===== config.mk =====
export PLATFORM = sky130hd
export DESIGN_NAME = hmac_job_master
export DESIGN_NICKNAME = d
export VERILOG_FILES = /design/src/rtl/hmac_job_master.sv
export SDC_FILE = /design/constraint.sdc
export NUM_CORES = 2
export LEC_CHECK = 0
export CORE_AREA = 10 10 667 669
export CTS_BUF_LIST = sky130_fd_sc_hd__clkbuf_8
export DETAILED_ROUTE_END_ITERATION = 16
export DIE_AREA = 0 0 677 679
export GPL_ROUTABILITY_DRIVEN = 0
export PLACE_DENSITY = 0.38
export SLEW_MARGIN = 20
export SYNTH_ARGS = -nofsm -noshare
export SYNTH_HDL_FRONTEND = slang
export SYNTH_SLANG_ARGS = --single-unit

===== constraint.sdc =====
create_clock -name clk_i -period 80.9 [get_ports clk_i]
set_clock_uncertainty 0.05 [all_clocks]
set_input_delay 16.18 -clock clk_i [delete_from_list [all_inputs] [get_ports clk_i]]
set_output_delay 16.18 -clock clk_i [all_outputs]
set_load 0.005 [all_outputs]

===== src/rtl/hmac_job_master.sv =====
// Register-bus initiator that runs one HMAC-SHA256 job: loads key and message,
// starts the core, polls for valid, reads back the digest and checks it.
module hmac_job_master #(
  parameter int unsigned ADDR_WIDTH = 64,
  parameter logic [ADDR_WIDTH-1:0] BASE_ADDR = '0,
  parameter int unsigned POLL_GAP = 4,
  parameter int unsigned TIMEOUT = 4096
) (
  input  logic                  clk_i,
  input  logic                  rst_i,
  input  logic                  start_i,
  input  logic [511:0]          key_i,
  input  logic [511:0]          msg_i,
  input  logic [255:0]          expected_i,
  output logic                  busy_o,
  output logic                  done_o,
  output logic                  match_o,
  output logic                  timeout_o,
  output logic [255:0]          hash_o,
  output logic                  req_o,
  output logic                  we_o,
  output logic [ADDR_WIDTH-1:0] addr_o,
  output logic [63:0]           wdata_o,
  input  logic                  gnt_i,
  input  logic                  rvalid_i,
  input  logic [63:0]           rdata_i
);

  localparam int unsigned PW = $clog2(TIMEOUT + 1);
  localparam int unsigned GW = (POLL_GAP > 1) ? $clog2(POLL_GAP) : 1;

  typedef enum logic [3:0] {
    IDLE, WR_KEY, WR_MSG, WR_GO, WR_CLR, POLL, GAP, RD_HASH, FINISH
  } state_e;

  state_e                  state_q;
  logic [2:0]              cnt_q;
  logic [PW-1:0]           poll_q;
  logic [GW-1:0]           gap_q;
  logic [511:0]            key_q;
  logic [511:0]            msg_q;
  logic [255:0]            exp_q;
  logic [255:0]            hash_q;
  logic                    busy_q;
  logic                    done_q;
  logic                    match_q;
  logic                    timeout_q;
  logic                    req_q;
  logic                    we_q;
  logic                    rwait_q;
  logic [ADDR_WIDTH-1:0]   addr_q;
  logic [63:0]             wdata_q;
  logic                    xfer_done_s;
  logic                    poll_last_s;

  function automatic logic [ADDR_WIDTH-1:0] reg_addr(input logic [5:0] idx);
    reg_addr = BASE_ADDR + ADDR_WIDTH'({idx, 3'b000});
  endfunction

  function automatic logic [63:0] word_of(input logic [511:0] v, input logic [2:0] i);
    word_of = v[{i, 6'd0} +: 64];
  endfunction

  // A read may finish on the grant itself or on a later rvalid.
  assign xfer_done_s = (req_q && gnt_i && (we_q || rvalid_i)) || (rwait_q && rvalid_i);
  assign poll_last_s = (poll_q == PW'(TIMEOUT - 1));

  always_ff @(posedge clk_i or posedge rst_i) begin
    if (rst_i) begin
      state_q   <= IDLE;
      cnt_q     <= 3'd0;
      poll_q    <= '0;
      gap_q     <= '0;
      key_q     <= 512'd0;
      msg_q     <= 512'd0;
      exp_q     <= 256'd0;
      hash_q    <= 256'd0;
      busy_q    <= 1'b0;
      done_q    <= 1'b0;
      match_q   <= 1'b0;
      timeout_q <= 1'b0;
      req_q     <= 1'b0;
      we_q      <= 1'b0;
      rwait_q   <= 1'b0;
      addr_q    <= '0;
      wdata_q   <= 64'd0;
    end else begin
      done_q <= 1'b0;
      if (req_q && gnt_i && !xfer_done_s) begin
        req_q   <= 1'b0;
        rwait_q <= 1'b1;
      end
      if (xfer_done_s) begin
        req_q   <= 1'b0;
        rwait_q <= 1'b0;
      end
      case (state_q)
        IDLE: begin
          if (start_i) begin
            key_q     <= key_i;
            msg_q     <= msg_i;
            exp_q     <= expected_i;
            busy_q    <= 1'b1;
            cnt_q     <= 3'd0;
            poll_q    <= '0;
            gap_q     <= '0;
            hash_q    <= 256'd0;
            match_q   <= 1'b0;
            timeout_q <= 1'b0;
            state_q   <= WR_KEY;
          end
        end
        WR_KEY: begin
          if (!req_q && !rwait_q) begin
            req_q   <= 1'b1;
            we_q    <= 1'b1;
            addr_q  <= reg_addr(6'd34 + {3'd0, cnt_q});
            wdata_q <= word_of(key_q, cnt_q);
          end else if (xfer_done_s) begin
            req_q <= 1'b1;
            if (cnt_q == 3'd7) begin
              state_q <= WR_MSG;
              cnt_q   <= 3'd0;
              addr_q  <= reg_addr(6'd1);
              wdata_q <= word_of(msg_q, 3'd0);
            end else begin
              cnt_q   <= cnt_q + 3'd1;
              addr_q  <= reg_addr(6'd35 + {3'd0, cnt_q});
              wdata_q <= word_of(key_q, cnt_q + 3'd1);
            end
          end
        end
        WR_MSG: begin
          if (xfer_done_s) begin
            req_q <= 1'b1;
            if (cnt_q == 3'd7) begin
              state_q <= WR_GO;
              cnt_q   <= 3'd0;
              addr_q  <= reg_addr(6'd0);
              wdata_q <= 64'h1;
            end else begin
              cnt_q   <= cnt_q + 3'd1;
              addr_q  <= reg_addr(6'd2 + {3'd0, cnt_q});
              wdata_q <= word_of(msg_q, cnt_q + 3'd1);
            end
          end
        end
        WR_GO: begin
          if (xfer_done_s) begin
            state_q <= WR_CLR;
            req_q   <= 1'b1;
            addr_q  <= reg_addr(6'd0);
            wdata_q <= 64'h0;
          end
        end
        WR_CLR: begin
          if (xfer_done_s) begin
            state_q <= POLL;
            req_q   <= 1'b1;
            we_q    <= 1'b0;
            addr_q  <= reg_addr(6'd17);
            wdata_q <= 64'h0;
          end
        end
        POLL: begin
          if (xfer_done_s) begin
            if (rdata_i[0]) begin
              state_q <= RD_HASH;
              cnt_q   <= 3'd0;
              req_q   <= 1'b1;
              addr_q  <= reg_addr(6'd18);
            end else begin
              poll_q <= (poll_q == PW'(TIMEOUT)) ? poll_q : poll_q + PW'(1);
              if (poll_last_s) begin
                state_q   <= FINISH;
                timeout_q <= 1'b1;
              end else if (POLL_GAP == 0) begin
                req_q <= 1'b1;
              end else begin
                state_q <= GAP;
                gap_q   <= '0;
              end
            end
          end
        end
        // The re-poll is issued on the last idle cycle so exactly POLL_GAP cycles stay quiet.
        GAP: begin
          if (gap_q == GW'(POLL_GAP - 1)) begin
            state_q <= POLL;
            req_q   <= 1'b1;
          end else begin
            gap_q <= gap_q + GW'(1);
          end
        end
        RD_HASH: begin
          if (xfer_done_s) begin
            hash_q[{cnt_q[1:0], 6'd0} +: 64] <= rdata_i;
            if (cnt_q == 3'd3) begin
              state_q <= FINISH;
              cnt_q   <= 3'd0;
            end else begin
              cnt_q  <= cnt_q + 3'd1;
              req_q  <= 1'b1;
              addr_q <= reg_addr(6'd19 + {3'd0, cnt_q});
            end
          end
        end
        FINISH: begin
          done_q  <= 1'b1;
          busy_q  <= 1'b0;
          match_q <= (hash_q == exp_q) && !timeout_q;
          state_q <= IDLE;
        end
        default: state_q <= IDLE;
      endcase
    end
  end

  assign busy_o    = busy_q;
  assign done_o    = done_q;
  assign match_o   = match_q;
  assign timeout_o = timeout_q;
  assign hash_o    = hash_q;
  assign req_o     = req_q;
  assign we_o      = we_q;
  assign addr_o    = addr_q;
  assign wdata_o   = wdata_q;

endmodule


==> flow_metrics.py <==
metrics = {
    "die": {
        "die_w_um": 677,
        "initial_core_util_pct": 18.2,
        "ios": 1739,
        "coreArea_um2": 431000,
        "die_y_um": 679,
        "placementRows": 241,
        "dieArea_um2": 460000,
    },
    "synthesis": {
        "synth_edf_count": 0,
        "synthArstFlopShare_pct": 100,
        "yosysWarningCount": 0,
        "synthCells": 8492,
        "synthSimpleGateAreaFrac_pct": 23.1,
        "syn-cell-area_um2": 78500,
        "syn_avg_cell_area_um2": 9.24,
        "yosys.cell_types.count": 68,
        "synthTopCellsByArea": "dfrtp_1, nand2_1, mux4_2",
        "yosys_register_bits": 1635,
        "synth_ff_type": "dfrtp_1",
        "synth_mux_area_share_pct": 13.5,
        "synth_top_family_by_area": "simple AND/OR/NAND/NOR gates",
        "synth-adder-area-share_pct": 0.220,
        "synth_top_area_share_pct": 52.1,
        "synth_xor_area_share_pct": 1.53,
        "synth-seq-area-share_pct": 52.1,
        "synth.largest_area_cell": "dfrtp_1",
        "synth_compound_gate_area_share_pct": 5.31,
    },
    "worst_setup_path": {
        "cp-end-kind": "register",
        "critical_path_class": "in -> reg",
        "start_kind": "input port",
        "cp_max_fo": 79,
        "worst_ep_arrival_time_ns": 21.70,
        "cp.required_ns": 81.79,
        "rrSetupSlack_ns": 74.63,
    },
    "status": {
        "status": "complete, no violations",
    },
    "job": {
        "drv_cap": 0,
    },
    "timing": {
        "worst_pin_slew_ns": 1.14,
        "rsz0062_at_grt": "false",
        "slew_viol_final": 0,
        "hold_viol_final": 0,
        "min_period_ns": 20.80,
        "period_share_pct": 25.7,
        "maxClockFrequency_ghz": 0.0481,
        "setup_violations": 0,
        "relSlewSlack_pct": 23.3,
        "tns_ns": 0,
        "setup_ws_ns": 60.10,
    },
    "detailed_routing": {
        "routed_wirelength_um": 485000,
        "drt_iter0_drc": 6480,
        "routedWlPerCell_um": 30.1,
        "vias": 70500,
        "drt.antenna.violating_nets": 0,
        "first_pass_iters": 6,
        "routed_via_density": 4.37,
        "drc": 0,
    },
    "power_and_ir_drop": {
        "peakVddDrop_v": 0.0000122,
        "p_leak_nw": 51.3,
        "p_per_area_nw_per_um2": 17.0,
    },
    "clock_tree": {
        "clk_pin_slew_ns": 0.05,
        "cts_tree": "built",
        "numCtsBuffers": 336,
        "ctsHoldBuffers": 0,
        "ctsLongestPathBuffers": 4,
        "cts_sinks": 1635,
        "htree_levels": 5,
        "cts_root_buf": "clkbuf_8",
        "clock_latency_ns": 1.04,
        "cts-resized-gates": 0,
        "postCtsSetupBuffers": 0,
    },
    "global_routing": {
        "grt_pass1_vias": 72300,
        "use_met2_pct": 33.7,
        "grt_max_degree": 186,
        "use_met1_pct": 24.7,
        "grt_overflow": 0,
        "grt_pass1_wl_um": 649000,
        "top_usage_layer": "met2",
        "use_met3_pct": 4.45,
        "antenna_found_initial": 224,
        "grt.total_usage_pct": 20.1,
    },
    "place": {
        "placed_area_um2": 101000,
        "place_ws_ns": 58.77,
        "port_buffers": 1680,
        "dp_hpwl_um": 382000,
        "place_inst": 15400,
    },
    "cells_and_area": {
        "nets": 11400,
        "stdcell_count": 16100,
        "final_area_um2": 108000,
        "final_layout_size_suffix_gt1_share_pct": 9.72,
        "area_growth_syn_to_layout_pct": 37.6,
    },
    "min_path": {
        "min_path_type": "reg -> reg",
    },
}
[where the power goes]
group | switching [mW] | total [mW] | internal (mW) | leakage, nW
logic | 0.0515 | 0.111 | 0.0596 | 25.2
clock network | 0.420 | 0.900 | 0.481 | 3.86
registers | 0.000441 | 0.819 | 0.819 | 22.2
total | 0.472 | 1.83 | 1.36 | 51.3
[flip-flops by register name (all words and copies together), names as in the netlist, 2 cells and up]
| name | count |
|---|---|
| exp_q | 256 |
| msg_q | 512 |
| gap_q | 2 |
| cnt_q | 3 |
| wdata_o | 64 |
| state_q | 4 |
| hash_o | 256 |
| poll_q | 13 |
| addr_o | 6 |
| key_q | 512 |
[logic make-up (layout without fill, tap and decap cells)]
family,after synthesis,in the layout
buffers and inverters,729,2495
adders and majority gates,14,14
AOI/OAI and AO/OA,729,729
and+or+nand+nor,4666,4666
muxes,581,581
other,1,148
DFF,1635,1635
xor gates and xnor gates,137,137
[stage by stage]
stage	hold slack (ns)	utilization (%)	power, mW
floorplan	0.390	-	0.852
global route	0.439	25.1	1.90
CTS	0.425	25.0	1.86
global placement	0.404	23.4	0.946
detailed placement	0.408	23.4	0.945
finish	0.419	25.1	1.83
[area by class of cell]
cell class	instances	area, um2
clock buffer	417	5740
antenna	90	225
tap	5710	7140
fill	46700	323000
timing repair buffer	1787	17800
clock inverter	165	1000
inverter	126	485
sequential	1635	40900
multi-input combinational	6185	34600
[placed cells by master (no fill, tap or decap), types with 7 or more instances in the layout]
cell type / instances
nand2_1: 4410
clkdlybuf4s50_1: 1680
dfrtp_1: 1633
clkbuf_8: 417
mux4_2: 384
o21ai_1: 299
inv_1: 233
mux2i_1: 189
o21ai_0: 154
o22ai_1: 101
buf_4: 92
diode_2: 90
xnor2_1: 87
a21oi_1: 71
conb_1: 58
xor2_1: 48
nor2b_1: 47
nand2b_1: 43
nor2_1: 42
nor4_1: 36
nand4_1: 29
clkinv_2: 22
nand3_1: 17
a221oi_1: 14
a2111o_1: 14
a22o_1: 13
o2111ai_1: 13
buf_12: 12
ha_1: 10
clkinvlp_4: 10
clkinv_8: 9
nor3_1: 7
a2111oi_0: 7
[synthesized netlist by cell type, drive strengths merged, types with 3 or more instances]
| cell type | instances |
|---|---|
| a21o | 4 |
| nand2b | 43 |
| xor2 | 48 |
| mux2 | 4 |
| xnor2 | 89 |
| nand4 | 29 |
| o22ai | 101 |
| a21oi | 71 |
| o221ai | 4 |
| o2bb2ai | 4 |
| nor4 | 42 |
| nand3 | 18 |
| a221o | 4 |
| nor2 | 43 |
| mux2i | 193 |
| a22o | 13 |
| a2111o | 14 |
| ha | 13 |
| o31ai | 3 |
| nor2b | 47 |
| buf | 327 |
| nor3 | 9 |
| a221oi | 14 |
| clkbuf | 276 |
| o2111ai | 13 |
| mux4 | 384 |
| inv | 125 |
| dfrtp | 1635 |
| nand2 | 4411 |
| or2 | 5 |
| a2111oi | 7 |
| o21ai | 458 |
| a22oi | 3 |
| or3 | 3 |
| and4 | 3 |
| nor4b | 3 |
[critical path, stage by stage]
cell and delay (ns):
clkdlybuf4s50_1 0.57, nand3_4 0.60, buf_4 0.77, buf_4 0.77
buf_4 0.69, buf_4 0.77, buf_4 0.73, nand2_1 0.14
nand2_1 0.09
[metal layers]
metal  wire [um]  part of all wire, %  vias to the layer above
li1            -                    -                    30900
met4       23100                  4.8                       42
met2      234000                   48                     2959
met3       31600                  6.5                      849
met1      197000                   41                    35700
met5         259                0.053                        -
[path summary, 6_finish.rpt]
check                           depth (start not counted)  startpoint     endpoint
max in group asynchronous                               8       rst_i    msg_q[87]
worst min-delay path                                    2   msg_q[68]    msg_q[68]
min in group asynchronous                               2       rst_i  wdata_o[57]
worst min register to register                          2   msg_q[68]    msg_q[68]
worst max register to register                          9  state_q[2]   msg_q[361]
worst max-delay path                                    9     start_i   msg_q[361]
Power figures use the tool's default switching activity.
